`config.mk`:
```
export PLATFORM = sky130hd
export DESIGN_NAME = demux_1_to_4
export DESIGN_NICKNAME = d
export VERILOG_FILES = /design/src/rtl/demux_pkg.sv /design/src/rtl/lane_ptr.sv /design/src/rtl/demux_1_to_4.sv
export SDC_FILE = /design/constraint.sdc
export NUM_CORES = 1
export LEC_CHECK = 0
export CAP_MARGIN = 10
export CORE_ASPECT_RATIO = 1.2
export CORE_MARGIN = 2
export CORE_UTILIZATION = 40
export CTS_BUF_LIST = sky130_fd_sc_hd__clkbuf_8
export CTS_CLUSTER_SIZE = 14
export DETAILED_ROUTE_END_ITERATION = 8
export PLACE_DENSITY_LB_ADDON = 0.12
export SETUP_SLACK_MARGIN = 0.4
export SYNTH_ARGS = -nofsm -noshare
export SYNTH_HDL_FRONTEND = slang
export SYNTH_SLANG_ARGS = --single-unit
```
`constraint.sdc`:
```
create_clock -name CLK -period 1.85 [get_ports CLK]
set_input_delay 0.37 -clock CLK [delete_from_list [all_inputs] [get_ports CLK]]
set_output_delay 0.37 -clock CLK [all_outputs]
set_load 0.01 [all_outputs]
```
`src/rtl/demux_pkg.sv`:
```
// Shared constants and helpers for the 1-to-4 time-division demultiplexer.
//   NUM_LANES / SEL_W : lane count and lane-index width
//   MODE_ADDR/MODE_RR : MODE input encodings (addressed / round-robin)
//   FULL_MASK         : written-lane mask value that completes a frame
//   lane_onehot()     : lane index -> one-hot lane strobe
package demux_pkg;

    localparam int unsigned NUM_LANES = 4;
    localparam int unsigned SEL_W     = 2;

    localparam logic MODE_ADDR = 1'b0;
    localparam logic MODE_RR   = 1'b1;

    localparam logic [NUM_LANES-1:0] FULL_MASK = 4'b1111;

    function automatic logic [NUM_LANES-1:0] lane_onehot(input logic [SEL_W-1:0] idx);
        logic [NUM_LANES-1:0] oh;
        oh = '0;
        oh[idx] = 1'b1;
        return oh;
    endfunction

endpackage

```
`src/rtl/lane_ptr.sv`:
```
// Round-robin lane pointer: 2-bit wrapping counter.
//   clk : clock
//   rst : asynchronous active-high reset (pointer -> 0)
//   en  : advance by one (wraps 3 -> 0)
//   clr : synchronous realign to lane 0; applied before en in the same cycle
//   ptr : current lane pointer
module lane_ptr
    import demux_pkg::*;
(
    input  logic             clk,
    input  logic             rst,
    input  logic             en,
    input  logic             clr,
    output logic [SEL_W-1:0] ptr
);

    logic [SEL_W-1:0] ptr_q;
    logic [SEL_W-1:0] ptr_d;

    // clr and en together yield 1: the realigned beat consumes lane 0.
    always_comb begin
        ptr_d = clr ? '0 : ptr_q;
        if (en) begin
            ptr_d = ptr_d + 1'b1;
        end
    end

    always_ff @(posedge clk or posedge rst) begin
        if (rst) begin
            ptr_q <= '0;
        end else begin
            ptr_q <= ptr_d;
        end
    end

    assign ptr = ptr_q;

endmodule

```
`src/rtl/demux_1_to_4.sv`:
```
// Registered 1-to-4 time-division demultiplexer with frame tracking.
//   CLK         : clock
//   RST         : asynchronous active-high reset
//   DIN         : input beat (WIDTH bits)
//   DIN_VALID   : write the beat this cycle
//   SEL         : target lane in addressed mode
//   MODE        : 0 addressed, 1 round-robin
//   SYNC        : frame realign (clears mask/overrun, pointer -> 0)
//   DOUT        : held lanes, lane k at [k*WIDTH +: WIDTH]
//   LANE_VALID  : one-hot strobe for the lane written on the previous edge
//   FRAME_VALID : one-cycle pulse when all four lanes have been written
//   OVERRUN     : sticky; a lane was rewritten before its frame completed
module demux_1_to_4
    import demux_pkg::*;
#(
    parameter int unsigned WIDTH = 1
) (
    input  logic                       CLK,
    input  logic                       RST,
    input  logic [WIDTH-1:0]           DIN,
    input  logic                       DIN_VALID,
    input  logic [SEL_W-1:0]           SEL,
    input  logic                       MODE,
    input  logic                       SYNC,
    output logic [NUM_LANES*WIDTH-1:0] DOUT,
    output logic [NUM_LANES-1:0]       LANE_VALID,
    output logic                       FRAME_VALID,
    output logic                       OVERRUN
);

    logic [NUM_LANES*WIDTH-1:0] dout_q, dout_d;
    logic [NUM_LANES-1:0]       lane_valid_q, lane_valid_d;
    logic                       frame_valid_q, frame_valid_d;
    logic                       overrun_q, overrun_d;
    logic [NUM_LANES-1:0]       mask_q, mask_d;

    logic [SEL_W-1:0]           ptr;
    logic [SEL_W-1:0]           target;
    logic [NUM_LANES-1:0]       hit;
    logic [NUM_LANES-1:0]       base_mask;
    logic [NUM_LANES-1:0]       upd_mask;
    logic                       base_overrun;
    logic                       rr_mode;

    assign rr_mode = (MODE == MODE_RR);

    lane_ptr u_lane_ptr (
        .clk (CLK),
        .rst (RST),
        .en  (DIN_VALID && rr_mode),
        .clr (SYNC),
        .ptr (ptr)
    );

    always_comb begin
        // SYNC takes effect first; a same-cycle beat sees the cleared state.
        base_mask    = SYNC ? '0 : mask_q;
        base_overrun = SYNC ? 1'b0 : overrun_q;
        target       = rr_mode ? (SYNC ? '0 : ptr) : SEL;
        hit          = lane_onehot(target);
        upd_mask     = base_mask | hit;

        dout_d        = dout_q;
        lane_valid_d  = '0;
        frame_valid_d = 1'b0;
        mask_d        = base_mask;
        overrun_d     = base_overrun;

        if (DIN_VALID) begin
            for (int k = 0; k < NUM_LANES; k++) begin
                if (hit[k]) begin
                    dout_d[k*WIDTH +: WIDTH] = DIN;
                end
            end
            lane_valid_d = hit;
            if ((base_mask & hit) != '0) begin
                overrun_d = 1'b1;
            end
            if (upd_mask == FULL_MASK) begin
                frame_valid_d = 1'b1;
                mask_d        = '0;
            end else begin
                mask_d = upd_mask;
            end
        end
    end

    always_ff @(posedge CLK or posedge RST) begin
        if (RST) begin
            dout_q        <= '0;
            lane_valid_q  <= '0;
            frame_valid_q <= 1'b0;
            overrun_q     <= 1'b0;
            mask_q        <= '0;
        end else begin
            dout_q        <= dout_d;
            lane_valid_q  <= lane_valid_d;
            frame_valid_q <= frame_valid_d;
            overrun_q     <= overrun_d;
            mask_q        <= mask_d;
        end
    end

    assign DOUT        = dout_q;
    assign LANE_VALID  = lane_valid_q;
    assign FRAME_VALID = frame_valid_q;
    assign OVERRUN     = overrun_q;

endmodule

```
==> Yosys cells after proc, flatten, opt, wreduce, memory -nomap -nowiden <==
Index checks and enable logic that the tools add are counted.
{ "op_classes": {"add_sub_neg": 1, "magnitude_cmp": 2, "eq_ne": 1, "mux": 14, "n_bitwise": 2, "n_reduce_logical": 7} }
{ "ops": {"columns": ["cell", "n"], "rows": [
  ["4-bit 2-to-1 mux", 4],
  ["2-bit AND reduction", 4],
  ["1-bit 2-to-1 mux", 6],
  ["2-bit 2-to-1 mux", 3],
  ["4-bit bitwise AND", 1],
  ["4-bit == test, second input constant", 1],
  ["4-bit bitwise OR", 1],
  ["4-bit nonzero test", 1],
  ["2-bit by 3-bit < comparator with 1-bit output, second input constant", 1],
  ["2-bit by 1-bit adder with 2-bit output, second input constant", 1],
  ["1-bit demux with 2-bit select", 1],
  ["2-bit by 1-bit >= comparator with 1-bit output, second input constant", 1],
  ["1-bit logical AND", 2]
]} }
{ "totals": {"reg_bits": 16, "input_bits": 8, "out_inout_bits": 10} }

==> Logic depth before layout (Yosys ltp) <==
{ "logic_depth": {"ltp_word": 10, "ltp_mapped": 5, "ltp_nobuf": 4} }

==> Cells and area by module <==
A second synthesis with hierarchy kept.
{ "hier_totals": {"hier_cells": 75, "area_unflattened_um2": 854.6} }
{ "by_module_without_submodules": {"columns": ["mod", "instances", "cells_each", "area_each_um2", "seq_area_each_um2"], "rows": [
  ["demux_1_to_4", 1, 67, 759.5, 350.3],
  ["lane_ptr", 1, 8, 95.1, 50.0]
]} }

==> Worst setup path after synthesis <==
Ideal clock, no wire load.
{ "synth_timing": {"kind": "in2reg", "start": "input MODE", "end": "register dout_q[0] (netlist: DOUT[0])", "setup_time_ps": 125, "arrival_time_ps": 1348, "setup_slack_ps": 377, "path_stages": 5, "path_buffers": 1, "path_cell_list": "buf_4 -> nor3_1 -> a21o_1 -> and2_4 -> mux2_4"} }
{ "synth_via": {"elab_chain_len": 6} }
{ "synth_rtl": {"columns": ["element", "line", "source"], "rows": [
  ["start, declared", "demux_1_to_4.sv:23", "input logic MODE,"],
  ["2-bit 2-to-1 mux *", "demux_1_to_4.sv:59", "target = rr_mode ? (SYNC ? '0 : ptr) : SEL;"],
  ["2-bit by 3-bit < comparator with 1-bit output (not written as such) / 2-bit by 1-bit >= comparator with 1-bit output (equally long branches)", "demux_pkg.sv:19", "oh[idx] = 1'b1;"],
  ["1-bit logical AND (not written as such)", "demux_pkg.sv:19", null],
  ["1-bit 2-to-1 mux (not written as such)", "demux_pkg.sv:19", null],
  ["1-bit demux with 2-bit select *", "demux_pkg.sv:19", null],
  ["2-bit AND reduction (no source line) *", null, null],
  ["end signal, assigned", "demux_1_to_4.sv:96", "dout_q <= dout_d;"],
  ["end, declared", "demux_1_to_4.sv:31", "logic [NUM_LANES*WIDTH-1:0] dout_q, dout_d;"]
]} }
Mark *: on every way between the ends. The rest lies on a longest branch, timed or not.
A chain may end at the register's enable or synchronous reset.

==> Final worst setup path <==
{ "layout_timing": {"start": "register u_lane_ptr.ptr_q[1] (netlist: u_lane_ptr.ptr[1])", "end": "register mask_q[1]"} }
{ "layout_via": {"elab_chain_len": 10} }
{ "layout_rtl": {"columns": ["element", "line", "source"], "rows": [
  ["start, declared", "lane_ptr.sv:17", "logic [SEL_W-1:0] ptr_q;"],
  ["start signal, assigned", "lane_ptr.sv:32", "ptr_q <= ptr_d;"],
  ["2-bit 2-to-1 mux * (2 in a row)", "demux_1_to_4.sv:59", null],
  ["2-bit by 3-bit < comparator with 1-bit output (not written as such) / 2-bit by 1-bit >= comparator with 1-bit output (equally long branches)", "demux_pkg.sv:19", null],
  ["1-bit logical AND (not written as such)", "demux_pkg.sv:19", null],
  ["1-bit 2-to-1 mux (not written as such)", "demux_pkg.sv:19", null],
  ["1-bit demux with 2-bit select *", "demux_pkg.sv:19", null],
  ["4-bit bitwise OR *", "demux_1_to_4.sv:61", "upd_mask = base_mask | hit;"],
  ["4-bit == test", "demux_1_to_4.sv:79", "if (upd_mask == FULL_MASK) begin"],
  ["4-bit 2-to-1 mux *", "demux_1_to_4.sv:79", null],
  ["4-bit 2-to-1 mux *", "demux_1_to_4.sv:69", "if (DIN_VALID) begin"],
  ["net mask_d[1]", "demux_1_to_4.sv:35", "logic [NUM_LANES-1:0] mask_q, mask_d;"],
  ["end signal, assigned", "demux_1_to_4.sv:100", "mask_q <= mask_d;"],
  ["end, declared", "demux_1_to_4.sv:35", null]
]} }
Mark *: on every way through the listed nets, which the timed path passes. The rest lies on a longest branch.

==> results.json <==
{
  "outcome": "complete, no violations",
  "detail_route.first_pass.iterations": 4,
  "r2r-start": "u_lane_ptr.ptr[1]",
  "power_density_nw_per_um2": 753,
  "worstPathArrival_ps": 1630,
  "die-area_um2": 2570,
  "synth_area_leaders": "dfrtp_1 (46%), a211oi_2 (4.3%), nor3b_2 (4.3%), and4bb_2 (2.9%), nor2b_1 (2.9%)",
  "grt_first_pass_wirelength_mm": 3.35,
  "hold_violations": 0,
  "core_um2": 2070,
  "nFillCells": 193,
  "track_usage_pct": 18.7,
  "fin_util_pct": 61.7,
  "routedWlPerCell_um": 13.8,
  "drc": 0,
  "final_area_um2": 1280,
  "endpoint_kind": "register",
  "viasPerCell": 4.97,
  "cap_viol_max_count": 0,
  "areaGrowthSynthToFinish_pct": 46.6,
  "vias": 691,
  "start_util_pct": 42.1,
  "mostFrequentLayoutCells": "dfrtp_1 (16), buf_4 (13), dlygate4sd2_1 (11)",
  "numClockSinks": 16,
  "multi_input_comb_area_um2": 489,
  "drt-initial-drc-count": 15,
  "routabilityCongestion": 0.795,
  "setup_violations": 0,
  "portBuffers": 17,
  "whs_ps": 486,
  "max_freq_mhz": 659,
  "overflow": 0,
  "cts_root_buf": "clkbuf_8",
  "hold_buffers": 0,
  "drive_gt1_share_pct": 38.5,
  "clock_skew_ps": 10.3,
  "yosysTopAreaCell": "dfrtp_1",
  "cts_buffers": 3,
  "crit_fanout": 5,
  "wl_mm": 1.91,
  "finalCritPeriodShare_pct": 82.1,
  "grt_max_degree": 17,
  "io_pins": 18,
  "ys_seq_area_share_pct": 45.9,
  "irDropWorstVdd_mv": 0.541,
  "syn_area_um2": 872,
  "drv_slew": 0,
  "num_rows": 18,
  "grt_pass1_vias": 723,
  "rsz0062_at_grt": "true",
  "diodes": 0,
  "synth.net_count": 84,
  "syn-instance-count": 76,
  "antenna_found_initial": 0,
  "antenna_left": 0,
  "die_h_um": 55.2,
  "slew_headroom_pct": 59.5,
  "synth_edf_count": 0,
  "ys_seq_elements": 16,
  "final_common_cell": "dfrtp_1",
  "required_ps": 1970,
  "synth_area_per_cell_um2": 11.5,
  "startpoint": "u_lane_ptr.ptr[1]",
  "hpwl_mm": 1.37,
  "worstSetupPathType": "register to register",
  "synth.distinct_cells": 38,
  "synth_top_area_share_pct": 45.9,
  "yosysWarnings": 0,
  "path_clk_slew_ps": 70,
  "num-nets-final": 118,
  "worst_hold_path_type": "primary input to asynchronous set/reset pin",
  "tightest_slew_ps": 607,
  "leakagePower_uw": 0.000601,
  "seq_area_um2": 400,
  "clk_path_buf_depth": 2,
  "fp.dieW_um": 46.6,
  "synthArstFlopShare_pct": 100,
  "cts_tree": "built",
  "synth_flop_cell": "dfrtp_1",
  "start_kind": "register",
  "clk_latency_ps": 250,
  "final.min_clock_period_ps": 1520,
  "placed_cell_area_um2": 1140,
  "htreeDepth": 1
}
-- registers in the layout (all words and copies together) (netlist names) --
register and cells:
mask_q 4, DOUT 4, FRAME_VALID 1, u_lane_ptr.ptr 2, OVERRUN 1, LANE_VALID 4
-- power breakdown --
group	internal [µW]	switching [µW]	total (µW)	leakage, µW
clock network	189	126	315	0.0000288
registers	389	25.0	414	0.000207
logic	134	99.4	233	0.000365
total	712	251	962	0.000601
-- kinds of logic (layout without fill, tap and decap cells) --
| family | count (synthesis) | after routing | synth area share, % |
|---|---|---|---|
| XOR/XNOR | 2 | 2 | 2.01 |
| AND/OR/NAND/NOR | 27 | 27 | 22.1 |
| AO/OA/AOI/OAI | 18 | 18 | 19.2 |
| buffers and inverters | 9 | 42 | 5.16 |
| multiplexers | 4 | 4 | 5.59 |
| flip-flops | 16 | 16 | 45.9 |
-- routing by layer --
| layer | GRT usage [%] | vias to the layer above | share of wire (%) |
|---|---|---|---|
| met5 | 0 | - | 0 |
| met4 | 8.33 | 0 | 1.6 |
| met3 | 2.92 | 4 | 3.5 |
| met2 | 28.9 | 19 | 48 |
| met1 | 25.6 | 332 | 47 |
| li1 | - | 336 | - |
-- path summary, 6_finish.rpt --
check	depth (start not counted)	slack [ps]	to
setup / recovery	4	330	mask_q[1]
hold / removal	2	490	LANE_VALID[0]
setup reg to reg	4	330	mask_q[1]
hold reg to reg	1	500	DOUT[1]
max in group asynchronous	2	960	mask_q[1]
min in group CLK	1	500	DOUT[1]
-- synth_stat cells, types with 2 or more instances --
cell type	count
a211oi_2	3
and4bb_2	2
dfrtp_1	16
inv_1	6
mux2_2	2
nand2_1	5
nand2b_1	2
nor2b_1	4
nor3_1	2
nor3b_2	3
o21a_1	2
o21bai_1	2
or2_1	2
-- area by class of cell --
| class | instances | area share, % |
|---|---|---|
| multi-input cells | 51 | 38.3 |
| flip-flops and latches | 16 | 31.3 |
| repair buffers | 32 | 21.4 |
| clock buffers | 4 | 4.31 |
| well taps | 30 | 2.94 |
| inverters | 6 | 1.76 |
-- metrics by stage --
stage	setup WS (ps)	std cells	TNS, ps	total power [µW]
finish	332	139	0	962
global route	293	139	0	1010
CTS	341	138	0	949
detailed placement	-186	131	-1140	633
global placement	-173	131	-874	630
floorplan	416	76	0	526
-- worst max-delay path, cell delays in order (launching register included) --
cell	delay, ps
dfrtp_1	430
and4bb_2	370
o311ai_2	130
nor3b_2	350
nor3_1	110
-- timing repair --
action | in CTS | in global routing
pin swaps | 9 | 6
endpoints found under the setup margin | 22 | 8
buffers inserted | 3 | 1
resized for setup | 24 | 8
Note: power is estimated with default switching activity, not from simulation.
==> edit 1 (same flow settings) <==
Put one more register stage on the output `LANE_VALID`, cleared by the reset. The value now appears one clock later. The other outputs are not delayed to match.
--- a/src/rtl/demux_1_to_4.sv
+++ b/src/rtl/demux_1_to_4.sv
@@ -102,7 +102,13 @@
     end
 
     assign DOUT        = dout_q;
-    assign LANE_VALID  = lane_valid_q;
+    always_ff @(posedge CLK or posedge RST) begin
+        if (RST) begin
+            LANE_VALID <= '0;
+        end else begin
+            LANE_VALID <= lane_valid_q;
+        end
+    end
     assign FRAME_VALID = frame_valid_q;
     assign OVERRUN     = overrun_q;
 
Function: changed (a bounded check fails within 4 cycles, from zero or initial values and one cycle with RST high).
==> edit 1 against the unedited design <==
Clock power up 38%. Combinational power is 15% lower. Setup slack improved by 0.12 ns. Sequential power up 23%. Cell area down 1.1%. Routed wire length down 3.8%. Largest power group unchanged. Sequential cell count grew 4. Synthesized cell count fell by 5.3%. Synthesized area is 3.7% higher. Total power grew 18%.
==> edit 1: results (changes against the unedited design) <==
status: "completed"
inverters: 3  # -3
ir_drop_uv: 473  # -13%
fillerInstances: 189  # -2.1%
avgViaCountPerCell: 5.10  # +2.5%
seq_share_pct: 39.7  # +8.4 points
cp.arrival_ns: 1.55  # -0.08 ns
mappedNetlistNets: 80  # -4.8%
seq_cells: 20  # +4
fin_worst_skew_ns: 0.00398  # -0.00636 ns
gp_congestion: 0.792  # -0.31%
muxShareOfSynthArea_pct: 7.61  # +2.0 points
grt_max_degree: 21  # +4
worst_pin_slew_ns: 0.301  # -0.307 ns
htreeDepth: 1  # unchanged
pre_cts_slack_ns: -0.0652  # +0.120 ns
drive_above_1_share_pct: 30.8  # -7.8 points
synth_xor_area_share_pct: 1.94  # -0.072 points
setup_ws_ns: 0.448  # +0.116 ns
clock_area_share_pct: 5.64  # +1.3 points
clk_latency_ns: 0.26
cts_root_buffer: "clkbuf_8"
clockBufferCount: 3  # -1
critical_path.max_fanout: 5  # unchanged
synth.distinct_cells: 31  # -18%
leakagePower_nw: 0.621  # +3.3%
buffer_area_share_pct: 19.5  # -1.9 points
synth_compound_area_share_pct: 16.0  # -3.2 points
dr.pass1.iters: 3  # -1
avgSynthCellArea_um2: 12.6  # +9.5%
worstHoldPathType: "flop to flop"
place_hpwl_um: 1280  # -6.7%
cts.clk_slew.worst_paths_ns: 0.08
clockBufferDepth: 2  # unchanged
yosysSeqAreaShare_pct: 55.3  # +9.4 points
totalWireLength_um: 1840  # -3.8%
synth_common_cells: "dfrtp_1, a21oi_1, nand2_1"
n_all_buffers: 29  # -9.4%
first_global_vias: 661  # -8.6%
num_vias: 683  # -1.2%
grt.total_usage_pct: 15.5  # -3.2 points
dp.cells: 128  # -2.3%
multi_input_area_share_pct: 31.4  # -6.9 points
num-multi-input-gates: 48  # -5.9%
drt_iter0_markers: 9  # -6
critPathSlowestCell: "dfrtp_1"
nets: 113  # -4.2%
synthAdderAreaFrac_pct: 0  # unchanged
synth_area_leaders: "dfrtp_1, a21oi_1, and4bb_1"
grt_pass1_wl_um: 2970  # -12%
ys_warn_count: 0  # unchanged
cpPeakStageDelay_ns: 0.41  # -0.02 ns
critical-path-top-delay-family: "flip-flops"
edit 1: logic make-up after synthesis:
family | count (synthesis)
muxes | 6
buffers and inverters | 4
AOI/OAI and AO/OA | 19
DFF | 20
and+or+nand+nor | 21
xor gates and xnor gates | 2
edit 1: path summary, 6_finish.rpt:
kind,end,from,cells after the start
setup / recovery,DOUT[3]$_DFFE_PP0P_,u_lane_ptr.ptr[0]$_DFF_PP0_,4
hold / removal,LANE_VALID[0]$_DFF_PP0_,lane_valid_q[0]$_DFF_PP0_,0
setup reg to reg,DOUT[3]$_DFFE_PP0P_,u_lane_ptr.ptr[0]$_DFF_PP0_,4
hold reg to reg,LANE_VALID[0]$_DFF_PP0_,lane_valid_q[0]$_DFF_PP0_,0
max in group asynchronous,u_lane_ptr.ptr[1]$_DFF_PP0_,RST,3
min in group asynchronous,mask_q[1]$_DFF_PP0_,RST,3
edit 1: power breakdown:
group          total [mW]  internal, mW  switching (mW)  leakage [nW]
Sequential          0.508         0.481          0.0267         0.260
Clock               0.434         0.289           0.145        0.0357
Combinational       0.197         0.104          0.0928         0.326
Total                1.14         0.874           0.265         0.621
edit 1: metrics by stage:
step,hold WS (ns),instance area (um^2)
floorplan,0.331,905
global placement,0.331,1180
detailed placement,0.335,1180
CTS,0.351,1240
global route,0.361,1260
finish,0.351,1260
edit 1: repair_timing:
action                                  CTS  global route
gates resized for setup                  16             9
pin swaps                                 2             5
setup buffers                             0             1
cloned                                    1             0
endpoints found under the setup margin   20             8
endpoints found under the hold margin     0             0
edit 1: routing by layer:
layer,GRT usage (%),wire length (um),vias up
met1,20.3,818,338
li1,-,-,323
met2,24.9,911,17
met5,0,0,-
met3,1.95,74,5
met4,5.95,34,0
==> edit 2 (config.mk and constraints unchanged) <==
Made on the original files. Change the package constant `SEL_W` from 2 to 3.
--- a/src/rtl/demux_pkg.sv
+++ b/src/rtl/demux_pkg.sv
@@ -6,7 +6,7 @@
 package demux_pkg;
 
     localparam int unsigned NUM_LANES = 4;
-    localparam int unsigned SEL_W     = 2;
+    localparam int unsigned SEL_W     = 3;
 
     localparam logic MODE_ADDR = 1'b0;
     localparam logic MODE_RR   = 1'b1;
Ports: changed (resized SEL); port bits go from 18 to 19. No check against the original RTL was run, so the function may have changed too.
==> edit 2 against the unedited design <==
Setup slack got worse by 0.061 ns. Routed wire length rose by 4.4%. Clock power fell by 13%. Synthesized area fell by 3.7%. Cell area rose by 2.4%. Non-clock buffer count rose by 7. Critical path type unchanged. Die area fell by 3.4%. Largest cell class unchanged. Sequential share of layout area rose by 1.3 points. Total power fell by 1.4%. Sequential cell count rose by 1. Combinational power rose by 2%. Global-route usage fell by 0.054 points.
==> edit 2: results (changes against the unedited design) <==
first_global_vias: 785  # +8.6%
synth_area_leaders: "dfrtp_1, mux2_2, nand2b_1"
grt.total_usage_pct: 18.6  # -0.054 points
io_buffer_count: 18  # +1
ir_drop_uv: 667  # +23%
totalWireLength_um: 2000  # +4.4%
total_power_mw: 0.949  # -1.4%
cts.clk_slew.worst_paths_ns: 0.06
avgViaCountPerCell: 5.32  # +6.9%
yosysSeqAreaShare_pct: 50.7  # +4.8 points
fillerInstances: 180  # -6.7%
pg_clk_mw: 0.273  # -13%
power.density_nw_per_um2: 724  # -3.8%
place_hpwl_um: 1400  # +2.3%
critical_path.max_fanout: 4  # -1
worstHoldPathType: "primary input to asynchronous set/reset pin"
synth_common_cells: "dfrtp_1, nor2_1, mux2_2, nand2_1"
worstSetupEndpoint: "DOUT[3]$_DFFE_PP0P_"
drt_iter0_markers: 4  # -11
grt_max_degree: 18  # +1
reg2reg_to: "DOUT[3]$_DFFE_PP0P_"
antenna_found_initial: 0  # unchanged
internal_power_mw: 0.695  # -2.4%
fin_worst_skew_ns: 0.000722  # -0.00961 ns
leakagePower_nw: 0.642  # +6.8%
grt_pass1_wl_um: 3240  # -3.3%
drive_above_1_share_pct: 42.2  # +3.7 points
clockBufferDepth: 2  # unchanged
critPathSlowestCell: "dfrtp_1"
r2r_cells: 5  # +1
ys_warn_count: 0  # unchanged
avgSynthCellArea_um2: 11.0  # -3.7%
nets: 126  # +6.8%
status: "completed"
pre_cts_slack_ns: -0.237  # -0.0514 ns
dr.pass1.iters: 2  # -2
p_seq_mw: 0.438  # +5.8%
cpPeakStageDelay_ns: 0.41  # -0.02 ns
rr_startpoint: "u_lane_ptr.ptr[0]$_DFF_PP0_"
worst_pin_slew_ns: 0.255  # -0.353 ns
setup_ws_ns: 0.271  # -0.0607 ns
cts_root_buffer: "clkbuf_8"
synth.distinct_cells: 34  # -11%
placed_area_um2: 1170  # +2.2%
fin_hold_ws_ns: 0.418  # -0.0678 ns
final_cells: 136  # -2.2%
cp.arrival_ns: 1.72  # +0.09 ns
gp_congestion: 0.801  # +0.81%
mappedNetlistNets: 85  # +1.2%
[edit 2: cells by family after synthesis]
group,synth area share [%]
AOI/OAI and AO/OA,13.4
buffers and inverters,3.87
and+or+nand+nor,22.2
xor gates and xnor gates,3.13
muxes,6.71
DFF,50.7
[edit 2: what timing repair did]
action / 4_1_cts / 5_1_grt
resized for setup: 27 / 10
buffers inserted: 3 / 2
pin swaps: 4 / 8
setup endpoints to repair: 24 / 11
cloned: 0 / 0
[edit 2: area by class of cell]
type	instances	share of cell area (%)
Inverter	3	0.860
Tap cell	20	1.91
Timing Repair Buffer	39	25.2
Sequential cell	17	32.6
Clock inverter	1	0.382
Clock buffer	3	3.15
Multi-Input combinational cell	53	35.9
[edit 2: layer usage]
metal  track usage, %  vias up  routed length [um]
li1                 -      350                   -
met1             20.8      354                 856
met2             33.6       14                1030
met3             4.03        5                  78
met4             7.62        0                  27
met5                0        -                   0
[edit 2: tightest hold or removal path, delay by kind of cell]
family                 cells  cell delay, ns
buffers and inverters      3            0.67
